--- src/rtl/dm9000a_reg_access_pkg.sv ---
// Shared types for the DM9000A register access responder: FSM encoding, request latch, register indexes.
// Latency: n/a (types, constants and one pure helper function only).
// Backpressure: n/a.
package dm9000a_reg_access_pkg;

   // SD bus width of the DM9000A in 16-bit mode
   localparam int BUS_W = 16;

   // Register indexes used by the control FSMs
   localparam logic [7:0] REG_NCR   = 8'h00;
   localparam logic [7:0] REG_NSR   = 8'h01;
   localparam logic [7:0] REG_GPR   = 8'h1F;
   localparam logic [7:0] REG_MRCMD = 8'hF2;
   localparam logic [7:0] REG_MWCMD = 8'hF8;
   localparam logic [7:0] REG_ISR   = 8'hFE;
   localparam logic [7:0] REG_IMR   = 8'hFF;

   // 4-bit state encodings; index phase then data phase, each SETUP/STROBE/RECOV
   typedef enum logic [3:0] {
      ST_IDLE       = 4'd0,
      ST_IDX_SETUP  = 4'd1,
      ST_IDX_STROBE = 4'd2,
      ST_IDX_RECOV  = 4'd3,
      ST_DAT_SETUP  = 4'd4,
      ST_DAT_STROBE = 4'd5,
      ST_DAT_RECOV  = 4'd6,
      ST_DONE       = 4'd7
   } state_t;

   // Request captured in IDLE; everything after that runs from this copy
   typedef struct packed {
      logic             isWrite;
      logic [7:0]       regIdx;
      logic [BUS_W-1:0] data;
   } req_t;

   // Phase timer load value for a state: the state lasts (load + 1) clocks
   function automatic logic [3:0] phaseLoad(input state_t st,
                                            input logic [3:0] setupLen,
                                            input logic [3:0] strobeLen,
                                            input logic [3:0] recovLen);
      logic [3:0] len;
      len = 4'd1;
      case (st)
         ST_IDX_SETUP,  ST_DAT_SETUP:  len = setupLen;
         ST_IDX_STROBE, ST_DAT_STROBE: len = strobeLen;
         ST_IDX_RECOV,  ST_DAT_RECOV:  len = recovLen;
         default:                      len = 4'd1;
      endcase
      return len - 4'd1;
   endfunction

endpackage

--- src/rtl/dm9000a_reg_access_bus_timer.sv ---
// Phase down-counter: load on state change, count to zero, zero flags the last clock of the phase.
// Latency: zero is valid the clock after load (load value 0 gives a one-clock phase).
// Backpressure: none; free-running once loaded, holds at zero.
module dm9000a_reg_access_bus_timer (
   input  logic       iDm9000aClk,
   input  logic       iReset,
   input  logic       load,
   input  logic [3:0] loadVal,
   output logic       zero
);

   logic [3:0] count;

   // Load takes priority; otherwise count down and park at zero
   always_ff @(posedge iDm9000aClk or posedge iReset) begin
      if (iReset) begin
         count <= 4'd0;
      end else if (load) begin
         count <= loadVal;
      end else if (count != 4'd0) begin
         count <= count - 4'd1;
      end
   end

   assign zero = (count == 4'd0);

endmodule

--- src/rtl/dm9000a_reg_access.sv ---
// DM9000A register IOR/IOW responder: one request -> index write (CMD=0) then data write/read (CMD=1).
// Latency: RunEnd rises 2*(S+W+R)+1 clocks after the request is sampled; (S+W+R)+1 on an index-cache hit.
// Backpressure: 4-phase handshake; RunStart held until RunEnd, RunEnd held until RunStart falls.
// Optional: DM9000A_INDEX_CACHE_EN skips the index phase when the index matches the last one written.
module dm9000a_reg_access
   import dm9000a_reg_access_pkg::*;
#(
   parameter int SETUP_CYCLES    = 1,
   parameter int STROBE_CYCLES   = 2,
   parameter int RECOVERY_CYCLES = 2
) (
   input  logic             iDm9000aClk,
   input  logic             iReset,
   input  logic             iIowRunStart,
   input  logic [15:0]      iIowReg,
   input  logic [15:0]      iIowData,
   output logic             oIowRunEnd,
   input  logic             iIorRunStart,
   input  logic [15:0]      iIorReg,
   output logic             oIorRunEnd,
   output logic [15:0]      oIorReturnValue,
   output logic             oDmCmd,
   output logic             oDmCs_n,
   output logic             oDmIor_n,
   output logic             oDmIow_n,
   output logic [BUS_W-1:0] oSdOut,
   output logic             oSdOe,
   input  logic [BUS_W-1:0] iSdIn
);

   localparam logic [3:0] SETUP_LEN  = 4'(SETUP_CYCLES);
   localparam logic [3:0] STROBE_LEN = 4'(STROBE_CYCLES);
   localparam logic [3:0] RECOV_LEN  = 4'(RECOVERY_CYCLES);

   state_t           state;
   state_t           stateNext;
   req_t             req;

   logic             startAny;
   logic [7:0]       startReg;
   logic             latchedStart;
   logic             cacheHit;

   logic             timerLoad;
   logic [3:0]       timerLoadVal;
   logic             timerZero;

   logic             cmdNext;
   logic             csNext;
   logic             iorNext;
   logic             iowNext;
   logic             oeNext;
   logic [BUS_W-1:0] sdNext;
   logic             iowEndNext;
   logic             iorEndNext;

   // Only the low byte of a register index reaches the bus
   logic             unusedRegHi;
   assign unusedRegHi = ^{iIowReg[15:8], iIorReg[15:8]};

   // Request arbitration: write wins when both are raised together
   always_comb begin
      startAny = iIowRunStart | iIorRunStart;
      startReg = iIowRunStart ? iIowReg[7:0] : iIorReg[7:0];
   end

   // RunStart of the operation currently owned by the FSM
   assign latchedStart = req.isWrite ? iIowRunStart : iIorRunStart;

`ifdef DM9000A_INDEX_CACHE_EN
   logic       cacheVld;
   logic [7:0] cacheIdx;

   // Remember the index once its write has fully completed on the pins
   always_ff @(posedge iDm9000aClk or posedge iReset) begin
      if (iReset) begin
         cacheVld <= 1'b0;
         cacheIdx <= 8'h00;
      end else if (state == ST_IDX_RECOV && timerZero) begin
         cacheVld <= 1'b1;
         cacheIdx <= req.regIdx;
      end
   end

   assign cacheHit = cacheVld && (cacheIdx == startReg);
`else
   assign cacheHit = 1'b0;
`endif

   // State register
   always_ff @(posedge iDm9000aClk or posedge iReset) begin
      if (iReset) begin
         state <= ST_IDLE;
      end else begin
         state <= stateNext;
      end
   end

   // Next state: each bus phase ends when its timer reaches zero
   always_comb begin
      stateNext = state;
      case (state)
         ST_IDLE: begin
            if (startAny) begin
               stateNext = cacheHit ? ST_DAT_SETUP : ST_IDX_SETUP;
            end
         end
         ST_IDX_SETUP:  if (timerZero) stateNext = ST_IDX_STROBE;
         ST_IDX_STROBE: if (timerZero) stateNext = ST_IDX_RECOV;
         ST_IDX_RECOV:  if (timerZero) stateNext = ST_DAT_SETUP;
         ST_DAT_SETUP:  if (timerZero) stateNext = ST_DAT_STROBE;
         ST_DAT_STROBE: if (timerZero) stateNext = ST_DAT_RECOV;
         ST_DAT_RECOV:  if (timerZero) stateNext = ST_DONE;
         ST_DONE:       if (!latchedStart) stateNext = ST_IDLE;
         default:       stateNext = ST_IDLE;
      endcase
   end

   // Reload the phase timer with the length of the state being entered
   always_comb begin
      timerLoad    = (stateNext != state);
      timerLoadVal = phaseLoad(stateNext, SETUP_LEN, STROBE_LEN, RECOV_LEN);
   end

   dm9000a_reg_access_bus_timer uBusTimer (
      .iDm9000aClk (iDm9000aClk),
      .iReset      (iReset),
      .load        (timerLoad),
      .loadVal     (timerLoadVal),
      .zero        (timerZero)
   );

   // Capture the request; fields are ignored for the rest of the cycle
   always_ff @(posedge iDm9000aClk or posedge iReset) begin
      if (iReset) begin
         req <= '0;
      end else if (state == ST_IDLE && startAny) begin
         req.isWrite <= iIowRunStart;
         req.regIdx  <= startReg;
         req.data    <= iIowData;
      end
   end

   // Pin values for the current state; CMD and SD hold between cycles
   always_comb begin
      cmdNext    = oDmCmd;
      sdNext     = oSdOut;
      csNext     = 1'b1;
      iorNext    = 1'b1;
      iowNext    = 1'b1;
      oeNext     = 1'b0;
      iowEndNext = 1'b0;
      iorEndNext = 1'b0;
      case (state)
         ST_IDX_SETUP, ST_IDX_STROBE, ST_IDX_RECOV: begin
            cmdNext = 1'b0;
            sdNext  = {{(BUS_W-8){1'b0}}, req.regIdx};
            oeNext  = 1'b1;
            csNext  = (state == ST_IDX_RECOV);
            iowNext = (state != ST_IDX_STROBE);
         end
         ST_DAT_SETUP, ST_DAT_STROBE, ST_DAT_RECOV: begin
            cmdNext = 1'b1;
            csNext  = (state == ST_DAT_RECOV);
            if (req.isWrite) begin
               sdNext  = req.data;
               oeNext  = 1'b1;
               iowNext = (state != ST_DAT_STROBE);
            end else begin
               iorNext = (state != ST_DAT_STROBE);
            end
         end
         ST_DONE: begin
            iowEndNext = req.isWrite;
            iorEndNext = !req.isWrite;
         end
         default: begin
         end
      endcase
   end

   // Registered pins so strobes and selects never glitch
   always_ff @(posedge iDm9000aClk or posedge iReset) begin
      if (iReset) begin
         oDmCmd     <= 1'b0;
         oDmCs_n    <= 1'b1;
         oDmIor_n   <= 1'b1;
         oDmIow_n   <= 1'b1;
         oSdOut     <= '0;
         oSdOe      <= 1'b0;
         oIowRunEnd <= 1'b0;
         oIorRunEnd <= 1'b0;
      end else begin
         oDmCmd     <= cmdNext;
         oDmCs_n    <= csNext;
         oDmIor_n   <= iorNext;
         oDmIow_n   <= iowNext;
         oSdOut     <= sdNext;
         oSdOe      <= oeNext;
         oIowRunEnd <= iowEndNext;
         oIorRunEnd <= iorEndNext;
      end
   end

   // Sample SD on the last clock IOR# is low, i.e. at the strobe's rising edge
   always_ff @(posedge iDm9000aClk or posedge iReset) begin
      if (iReset) begin
         oIorReturnValue <= 16'h0000;
      end else if (!oDmIor_n && iorNext) begin
         oIorReturnValue <= iSdIn;
      end
   end

endmodule

--- config.mk ---
export PLATFORM = sky130hd
export DESIGN_NAME = dm9000a_reg_access
export DESIGN_NICKNAME = d
export VERILOG_FILES = /design/src/rtl/dm9000a_reg_access_pkg.sv /design/src/rtl/dm9000a_reg_access_bus_timer.sv /design/src/rtl/dm9000a_reg_access.sv
export SDC_FILE = /design/constraint.sdc
export NUM_CORES = 1
export LEC_CHECK = 0
export ABC_AREA = 1
export BUFFER_PORTS_ARGS = -buffer_cell sky130_fd_sc_hd__buf_4
export CORE_AREA = 2 2 87 89
export DETAILED_ROUTE_END_ITERATION = 10
export DIE_AREA = 0 0 89 91
export GPL_TIMING_DRIVEN = 0
export PLACE_DENSITY = 0.74
export SLEW_MARGIN = 20
export SYNTH_ARGS = -nofsm -noshare
export SYNTH_HDL_FRONTEND = slang
export SYNTH_HIERARCHICAL = 1
export SYNTH_SLANG_ARGS = --single-unit
--- constraint.sdc ---
create_clock -name iDm9000aClk -period 2.4 [get_ports iDm9000aClk]
set_clock_uncertainty 0.2 [all_clocks]
set_input_delay 0.48 -clock iDm9000aClk [delete_from_list [all_inputs] [get_ports iDm9000aClk]]
set_output_delay 0.48 -clock iDm9000aClk [all_outputs]
set_load 0.02 [all_outputs]
==> metrics, run 1 <==
run status=completed; RSZ-0062 raised after global routing=false; Total Die Area=~8100 µm²; Yosys warning count=6; Unique masters post-synth=30; Global Route Usage Sum=0.182; DR DRC count=0; Die W=89 µm; PortBufs=90; most common cell after layout, fill and taps aside=nand2_1; Mapped Cells=roughly 340; Worst path max stage delay=approximately 0.40 ns; global route overflow=0; Max Cap Viol=0; Max clock buf depth=2; share of layout cells above drive strength 1=0.350; CP Max Fanout=8; CTS tree=built; Hold Fails Final Rpt=0; Final Util=0.594; initial cell density of the core=0.440; vias per cell=between 4 and 5; worst vdd ir=between 0.5 and 0.6 mV; final setup fails=0; Die H=a little over 90 µm; CP Launch Point=uBusTimer/count[0]; CP endpoint=uBusTimer/count[0]; Worst R2R Setup Slack=0.24 ns; PwrDens=~1000 nW/µm²; achievable clock frequency=between 0.4 and 0.5 GHz; core area=7140 µm²; First-pass DRT Iterations=4; row count=31; final antenna-violating net count=0; Worst EP arrival=around 2.2 ns; Worst-Skew Late Latency=0.33 ns; Cell Chain, Critical Path=inv_1 -> ha_1 -> nand2_2 -> inv_2 -> nand2_1 -> nand2_1 -> nand3_1 -> nand4_1 -> nand2_1 -> nor2_2 -> nand3_4 -> nor2_4 -> inv_2 -> nand2_1 -> nand2_1; post-CTS setup buffers=0; slowest CP cell=dfrtp_1; Non-Filler Instances=551; Final Cycle Share=0.898; worst hold margin=approximately 0.14 ns; diode count=0; Leak Pwr=between 0.002 and 0.0025 µW; vias after detailed routing=2667; Worst Hold Class=input pin to flip-flop; Worst Path Required=between 2 and 2.5 ns; Num CTS Buffers=9; num ports=between 100 and 150; Post-Syn Area=roughly 3100 µm²; Slew Viols, Final=0; dpl cells=534; CP most frequent cell=nand2_1; Reg clk slew, reported paths=0.08 ns; Setup TNS=0 ns; Final Cell Area=around 4200 µm²; Period minus WS final=~2.2 ns; Setup CP Type=flip-flop to flip-flop; H-tree levels=3; endpoint class of the critical path=flip-flop; R2R Path End=uBusTimer/count[0]; CTS sink cnt=72; initial antenna violation count=0; drt total wl=between 6 and 7 mm; area grow syn2layout=35.2%; synthesis-stage register bit count=72; placed wire-length estimate=a little over 5 mm; most frequent cells in the layout=nand2_1, buf_4, dfrtp_1, nor2_1, o21ai_0; Mapped Avg Cell Area=about 9.2 µm²; Total Nets Final=about 520; RD Place Congestion=between 0.9 and 1; DR iter-0 viols=about 120; worst r2r src=uBusTimer/count[0]; routed len/inst=12.6 µm; first-pass GRT wire length=11.6 mm; sequential share of the synthesized area=0.576; clock root buffer=clkbuf_8; CP Launch Type=flip-flop; cells on worst reg2reg path=15; vias in the first global route=around 2600; largest net degree at the start of global routing=40; Post-DP Area=~4000 µm²
==> final cells by class <==
type / instances / area, µm²
plain buffers: 13 / 78.8
clock buffers: 11 / 141
clock inverters: 5 / 104
fillers: 665 / 2900
inverters: 30 / 115
multi-input cells: 229 / 1170
flip-flops and latches: 72 / 1810
well taps: 99 / 124
repair buffers: 92 / 706
==> worst min path at each step <==
stage / from / endpoint / slack (ns) / depth (start not counted)
global placement: iReset / uBusTimer/count[3] / 0.18 / 2
detailed placement: iReset / uBusTimer/count[2] / 0.20 / 2
floorplan: iReset / uBusTimer/count[0] / 0.05 / 1
global route: iIowData[4] / req[4] / 0.13 / 3
CTS: iIowData[3] / req[3] / 0.12 / 3
finish: iIowData[0] / req[0] / 0.14 / 3
==> Yosys cell counts (all sizes together) <==
library cell,count,area [µm²]
nand2,104,400
mux2,16,180
o31ai,8,60.1
dfrtp,69,1730
nor3,1,5.00
nand3,21,110
clkbuf,1,3.75
buf,12,75.1
a31oi,8,50.1
dfstp,3,78.8
or2,1,6.26
o21ai,22,110
clkinv,1,3.75
nand3b,1,7.51
inv,29,109
nand4,4,25.0
a31o,1,8.76
nor2,35,144
xnor2,1,8.76
o21bai,1,7.51
conb,1,3.75
ha,1,12.5
==> metrics by stage <==
| stage | setup WS (ns) | power [µW] |
|---|---|---|
| 3_5_place_dp | -0.130 | 3260 |
| 4_1_cts | 0.108 | 4450 |
| 3_3_place_gp | -0.827 | 3210 |
| 6_report | 0.244 | 4420 |
| 2_1_floorplan | 0.0135 | 2750 |
| 5_1_grt | 0.0269 | 4730 |
==> where the power goes <==
group | internal (µW) | total, µW | leakage (µW) | switching [µW]
registers | 1600 | 1810 | 0.000883 | 213
logic | 591 | 1450 | 0.00116 | 860
clock network | 720 | 1160 | 0.000124 | 436
total | 2910 | 4420 | 0.00216 | 1510
==> state kept, by name, indices dropped and copies added, names as in the netlist <==
signal and flops:
oIorReturnValue 16, state 4, oDmCmd 1, uBusTimer/count 4
oDmIow_n 1, oDmCs_n 1, oIowRunEnd 1, oIorRunEnd 1
req 25, oSdOe 1, oSdOut 16, oDmIor_n 1
==> routing by layer <==
metal	vias up	GRT usage	routed length [µm]
li1	1307	-	-
met1	1257	0.232	3050
met2	91	0.303	3320
met3	12	0.0400	457
met4	0	0.0659	93
met5	-	0	0
==> worst max-delay path, delay by kind of cell (launching register included) <==
family | cells | cell delay (ns)
DFF | 1 | 0.40
buffers and inverters | 3 | 0.24
adders and majority gates | 1 | 0.21
and+or+nand+nor | 11 | 0.99
==> cells by family (layout without fill, tap and decap cells) <==
logic type      count (synthesis)  after routing  synth area share
simple gates                  167            167             0.223
buf+inv                        43            151            0.0610
flops                          72             72             0.576
fa+ha+maj                       1              1           0.00399
xor+xnor                        1              1           0.00279
mux                            16             16            0.0574
compound gates                 40             40            0.0754
other cells                     1              4           0.00120
==> what timing repair did <==
action	4_1_cts	5_1_grt
pin swaps	0	1
hold buffers	1	0
setup endpoints to repair	2	4
endpoints found under the hold margin	30	0
gates resized for setup	1	4
No activity file was read; power rests on OpenSTA's default activity.
==> run 2, diff against run 1 <==
--- a/config.mk
+++ b/config.mk
@@ -7,11 +7,12 @@
 export LEC_CHECK = 0
 export ABC_AREA = 1
 export BUFFER_PORTS_ARGS = -buffer_cell sky130_fd_sc_hd__buf_4
-export CORE_AREA = 2 2 87 89
+export CORE_AREA = 2 2 85 87
+export CTS_BUF_LIST = sky130_fd_sc_hd__clkbuf_2 sky130_fd_sc_hd__clkbuf_4 sky130_fd_sc_hd__clkbuf_8
 export DETAILED_ROUTE_END_ITERATION = 10
-export DIE_AREA = 0 0 89 91
+export DIE_AREA = 0 0 87 89
 export GPL_TIMING_DRIVEN = 0
-export PLACE_DENSITY = 0.74
+export PLACE_DENSITY = 0.77
 export SLEW_MARGIN = 20
 export SYNTH_ARGS = -nofsm -noshare
 export SYNTH_HDL_FRONTEND = slang
==> run 2 against run 1 <==
- power is 5.7% lower
- non-clock buffer count stayed put
- register-to-register slack worse by 0.02 ns
- via count is 0.22% higher
- maximum frequency is 0.83% lower
- global-route usage is 0.98 points higher
- setup slack worse by 0.018 ns
- highest routed layer unchanged
==> metrics, run 2 (synthesis gave the netlist of run 1 again) <==
most used routing layer=met2; CTS sink cnt=72 (unchanged); slowest CP cell=dfrtp_1; row count=30 (-3.2%); Final Cell Area=4160 µm² (-1.8%); Worst Hold Class=input pin to flip-flop; initial cell density of the core=0.467 (+0.0273); Max Cap Viol=0 (unchanged); placed wire-length estimate=5.22 mm (+1.8%); diode count=0 (unchanged); Slew @ Worst Pin=~0.5 ns; vias per cell=5.02 (+3.8%); initial antenna violation count=0 (unchanged); placement-stage worst setup slack=-0.152 ns (-0.0225 ns); Setup CP Type=flip-flop to flip-flop; Period minus WS final=2.17 ns (+0.0181 ns); post-CTS setup buffers=0 (unchanged); met2 Use GR=0.341 (+0.0386); Non-Filler Instances=532 (-3.4%); Post-DP Area=3950 µm² (-0.60%); Total Nets Final=516 (unchanged); final antenna-violating net count=0 (unchanged); Cell Chain, Critical Path=inv_1 -> ha_2 -> nand2_2 -> inv_2 -> nand2_1 -> nand2_1 -> nand3_1 -> nand4_1 -> nand2_1 -> nor2_2 -> nand3_4 -> nor2_4 -> inv_2 -> nand2_1 -> nand2_1; clock root buffer=clkbuf_8; CP Launch Type=flip-flop; endpoint class of the critical path=flip-flop; Reg clk slew, reported paths=0.08 ns (about the same); top flop regs=req: 25 flops, oIorReturnValue: 16 flops, oSdOut: 16 flops; share of layout cells above drive strength 1=0.354 (+0.00442); drt total wl=6.91 mm (-0.10%); DR iter-0 viols=136 (+16%); met3 GRT Util=0.0286 (-0.0114); Die H=89 µm (-2.2%); Die W=87 µm (-2.2%); RD Place Congestion=0.941 (+2.6%); CP most frequent cell=nand2_1; final setup fails=0 (unchanged); num ports=107 (unchanged); Worst path max stage delay=0.40 ns (about the same); Total Die Area=7740 µm² (-4.4%); Leak Pwr=0.00214 µW (-1.3%); most common cell after layout, fill and taps aside=nand2_1; Slew HR=0.660; First-pass DRT Iterations=4 (unchanged); final worst slack=0.226 ns (-0.0181 ns); worst hold margin=0.122 ns (-0.0185 ns); Num CTS Buffers=9 (unchanged); dpl cells=515 (-3.6%); Slew Viols, Final=0 (unchanged); largest net degree at the start of global routing=40 (unchanged); Setup TNS=0 ns (unchanged); vias in the first global route=2678 (+1.8%); core area=6720 µm² (-5.9%); PortBufs=90 (unchanged); worst vdd ir=0.423 mV (-17%); global route overflow=0 (unchanged); Max clock buf depth=2 (unchanged); most frequent cells in the layout=nand2_1, buf_4, dfrtp_1, nor2_1, o21ai_0; DR DRC count=0 (unchanged); vias after detailed routing=2673 (+0.22%); CTS tree=built; H-tree levels=3 (unchanged); Worst EP arrival=2.21 ns (+0.03 ns); CP Max Fanout=8 (unchanged); area grow syn2layout=32.7%; Largest register FFs=25 (unchanged); achievable clock frequency=0.460 GHz (-0.83%); Largest Register=req; GR met1 Demand/Resource=0.229 (-0.00234); Global Route Usage Sum=0.192 (+0.00978); PwrDens=1000 nW/µm² (-4.0%); first-pass GRT wire length=11.6 mm (-0.35%); Worst Path Required=2.43 ns (about the same); Hold Fails Final Rpt=0 (unchanged); Final Cycle Share=0.906 (+0.00754); routed len/inst=13.0 µm (+3.5%); Worst-Skew Late Latency=0.34 ns (about the same); run status=completed
## run 2: power by group
group | leakage (µW) | internal, µW | switching (µW) | total (µW)
logic | 0.00116 | 594 | 860 | 1450
clock network | 0.0000963 | 439 | 458 | 897
registers | 0.000883 | 1600 | 216 | 1820
## run 2: layout make-up
class	instances	area, µm²
fill	597	2550
sequential	72	1810
multi-input combinational	229	1170
timing repair buffer	92	706
clock buffer	11	151
inverter	30	115
tap	80	100
buffer	13	78.8
clock inverter	5	38.8
## run 2: critical path: cells and delay by family, from the launching register on
kind	cells	cell delay [ns]
adder cells (fa/ha/maj)	1	0.21
buffers and inverters	3	0.26
flip-flops	1	0.40
AND/OR/NAND/NOR	11	1.01
## run 2: worst paths after layout
path,endpoint,from,cells after the start,slack (ns)
max in group asynchronous,oSdOut[2],iReset,4,1.01
max reg2reg,uBusTimer/count[1],uBusTimer/count[0],15,0.23
min,req[7],iIowData[7],3,0.12
min reg2reg,req[1],req[1],2,0.29
max,uBusTimer/count[1],uBusTimer/count[0],15,0.23
min in group asynchronous,uBusTimer/count[3],iReset,3,0.39
## run 2: layer usage
layer | share of wire | vias up
li1 | - | 1316
met1 | 0.40 | 1264
met2 | 0.52 | 85
met3 | 0.061 | 8
met4 | 0.013 | 0
met5 | 0 | -
## run 2: through the flow
| stage | total power (µW) | util |
|---|---|---|
| after floorplan | 2750 | - |
| after global placement | 3200 | 0.584 |
| after detailed placement | 3270 | 0.587 |
| after CTS | 4180 | 0.618 |
| after global routing | 4470 | 0.620 |
| final | 4170 | 0.620 |
## run 2: timing repair
item,CTS,global route
endpoints found under the hold margin,30,0
gates resized for setup,1,5
endpoints found under the setup margin,2,4
hold buffers,1,0
==> run 3, diff against run 2 <==
--- a/config.mk
+++ b/config.mk
@@ -5,14 +5,13 @@
 export SDC_FILE = /design/constraint.sdc
 export NUM_CORES = 1
 export LEC_CHECK = 0
-export ABC_AREA = 1
 export BUFFER_PORTS_ARGS = -buffer_cell sky130_fd_sc_hd__buf_4
-export CORE_AREA = 2 2 85 87
+export CORE_AREA = 2 2 86 88
 export CTS_BUF_LIST = sky130_fd_sc_hd__clkbuf_2 sky130_fd_sc_hd__clkbuf_4 sky130_fd_sc_hd__clkbuf_8
 export DETAILED_ROUTE_END_ITERATION = 10
-export DIE_AREA = 0 0 87 89
+export DIE_AREA = 0 0 88 90
 export GPL_TIMING_DRIVEN = 0
-export PLACE_DENSITY = 0.77
+export PLACE_DENSITY = 0.76
 export SLEW_MARGIN = 20
 export SYNTH_ARGS = -nofsm -noshare
 export SYNTH_HDL_FRONTEND = slang
==> run 3 against run 2 <==
- critical endpoint is now uBusTimer/count[3]
- core utilization fell by 0.81 points
- power rose by 1.5%
- combinational power fell by 3%
- routed wire length fell by 5.1%
- register-to-register slack got worse by 0.15 ns
- setup slack got worse by 0.15 ns
==> metrics, run 3 <==
run status=completed; Slew Viols, Final=0 (unchanged); initial antenna violation count=0 (unchanged); Die W=88 µm (+1.1%); final setup fails=0 (unchanged); Clock Power Share=0.230 (+0.015); Yosys warning count=6 (unchanged); FFs w/ async S/R, synth=1.00 (unchanged); share of layout cells above drive strength 1=0.471 (+0.117); diode count=0 (unchanged); drt total wl=6.56 mm (-5.1%); Final Util=0.612 (-0.00808); vias in the first global route=2188 (-18%); clock root buffer=clkbuf_8; initial cell density of the core=0.451 (-0.0160); Slew HR=0.618 (-0.0426); switching share of total power=0.317 (-0.0511); Mapped Avg Cell Area=12.7 µm² (+38%); area grow syn2layout=35.7%; # fillers=598 (+0.17%); worst hold margin=0.172 ns (+0.0501 ns); commonest cells in the netlist=dfrtp_1, mux2_2, nand2_1; Compound-Gate Fraction of Synth Area=0.0988 (+0.0234); CTS sink cnt=72 (unchanged); Largest register FFs=25 (unchanged); RD Place Congestion=0.796 (-15%); Mapped Cells=250 (-27%); Leak Pwr=0.00211 µW (-1.4%); Net Sw Power=1340 µW (-13%); worst vdd ir=0.479 mV (+13%); CTS tree=built; PwrDens=985 nW/µm² (-1.6%); vias after detailed routing=2241 (-16%); Yosys top cell area share=0.545 (-0.00500); top cells by area, synth=dfrtp_1, mux2_2, mux2i_1; Setup CP Type=flip-flop to flip-flop; slowest CP cell=dfrtp_1; global route overflow=0 (unchanged); largest net degree at the start of global routing=42 (+5.0%); Worst-Skew Late Latency=0.33 ns (about the same); Cell Int Power=2890 µW (+9.7%); CP Max Fanout=6 (-2); Max Cap Viol=0 (unchanged); H-tree levels=3 (unchanged); First-pass DRT Iterations=4 (unchanged); most frequent cell after synthesis=dfrtp_1; placed wire-length estimate=4.65 mm (-11%); achievable clock frequency=0.431 GHz (-6.4%); Cell Chain, Critical Path=inv_1 -> ha_4 -> nor3b_4 -> buf_4 -> o22ai_2 -> nor3_1 -> a21oi_1 -> buf_4 -> nor3b_1 -> a221o_1; synthesis-stage register bit count=72 (unchanged); Largest Register=req; Period minus WS final=2.32 ns (+0.149 ns); CP Launch Type=flip-flop; routed len/inst=14.1 µm (+8.8%); Sequential Area=1810 µm² (+0.14%); Max clock buf depth=2 (unchanged); Unique masters post-synth=42 (+40%); Post-Syn Area=3170 µm² (+0.92%); DR iter-0 viols=80 (-41%); vias per cell=4.83 (-3.9%); Total Nets Final=429 (-17%); Final Cycle Share=0.968 (+0.0620); simple-gate share of the synthesized area=0.0885 (-0.134); first-pass GRT wire length=10.4 mm (-10%); most frequent cells in the layout=buf_4, dfrtp_1, mux2_2, nand2_1, mux2i_1; Reg clk slew, reported paths=0.07 ns (about the same); Slew @ Worst Pin=0.571 ns (+0.0618 ns); Post-synth top flop=dfrtp_1; Post-synth EDFFs=0 (unchanged); Num CTS Buffers=9 (unchanged); final worst slack=0.0774 ns (-0.149 ns); PortBufs=90 (unchanged); Die H=90 µm (+1.1%); final antenna-violating net count=0 (unchanged); Worst path max stage delay=0.39 ns (about the same); total power=4230 µW (+1.5%); XOR/XNOR Fraction of Synth Area=0.00830 (+0.00551); Multi-input gate area=1280 µm² (+9.4%); sequential power share=0.436 (about the same); largest family of logic cells by synthesized area=multiplexers; Worst Hold Class=input pin to flip-flop; DR DRC count=0 (unchanged); cell taking the most area after synthesis=dfrtp_1; adder-cell share of the synthesized area=0.00395 (-0.0000363); top flop regs=req: 25 flops, oIorReturnValue: 16 flops, oSdOut: 16 flops; Total Die Area=7920 µm² (+2.3%); core area=7020 µm² (+4.5%); Global Route Usage Sum=0.172 (-0.0204); endpoint class of the critical path=flip-flop; placement-stage worst setup slack=-0.313 ns (-0.160 ns); Setup TNS=0 ns (unchanged); Worst Path Required=2.48 ns (+0.05 ns); Logic pwr share=0.333 (-0.016); num ports=107 (unchanged); row count=31 (+3.3%); Worst EP arrival=2.40 ns (+0.19 ns); most common cell after layout, fill and taps aside=buf_4; mux cell area share after synthesis=0.187 (+0.129); Hold Fails Final Rpt=0 (unchanged); CP most frequent cell=buf_4; sequential share of the synthesized area=0.570 (-0.00523)
run 3: cell count changes after synthesis, sizes merged, moves of 17 or more:
cell,delta
nand2,-85
inv,-22
nand3,-21
nor2,-21
mux2,+18
mux2i,+17
run 3: cell type report:
class	instances	share of cell area
clock inverters	3	0.00932
flip-flops and latches	72	0.421
inverters	7	0.00670
clock buffers	13	0.0388
repair buffers	97	0.173
well taps	99	0.0288
multi-input cells	158	0.298
plain buffers	15	0.0245
run 3: worst max-delay path: cells and delay by family, from the launching register on:
kind,cells,cell delay [ns]
compound gates,3,0.32
simple gates,3,0.72
flops,1,0.39
fa+ha+maj,1,0.16
buf+inv,3,0.47
run 3: worst paths after layout:
| check | slack (ns) | depth (start not counted) | end | from |
|---|---|---|---|---|
| max | 0.08 | 10 | uBusTimer/count[3] | uBusTimer/count[0] |
| min | 0.17 | 2 | req[9] | iIowData[9] |
| max reg2reg | 0.08 | 10 | uBusTimer/count[3] | uBusTimer/count[0] |
| min reg2reg | 0.28 | 2 | oSdOut[4] | oSdOut[4] |
| max in group asynchronous | 0.93 | 4 | oDmIor_n | iReset |
| min in group asynchronous | 0.40 | 3 | uBusTimer/count[3] | iReset |
run 3: power by group through the flow:
stage	clock [µW]	combinational (µW)	sequential (µW)
3_3_place_gp	0	1280	1840
3_5_place_dp	0	1320	1860
5_1_grt	1060	1540	1890
2_1_floorplan	0	775	1940
4_1_cts	1000	1360	1840
6_report	975	1410	1850
run 3: timing repair:
action / CTS / global route
endpoints found under the hold margin: 31 / 0
setup endpoints to repair: 4 / 1
hold buffers: 1 / 0
buffers inserted: 3 / 2
pin swaps: 0 / 2
resized for setup: 6 / 7
run 3: per-stage QoR:
step,cells,cell area [µm²]
final,464,4290
after CTS,462,4250
after global placement,442,3980
after detailed placement,443,4000
after floorplan,253,3180
after global routing,464,4290
run 3: layer usage:
metal / vias up / part of all wire / global-route usage
met5: - / 0 / 0
met4: 0 / 0.011 / 0.0654
met3: 4 / 0.055 / 0.0459
met2: 71 / 0.49 / 0.273
met1: 1073 / 0.44 / 0.223
li1: 1093 / - / -
run 3: cell families after synthesis:
family,Yosys count
AO/OA/AOI/OAI,47
AND/OR/NAND/NOR,52
other,1
multiplexers,51
XOR/XNOR,3
flip-flops,72
buffers and inverters,23
adder cells (fa/ha/maj),1
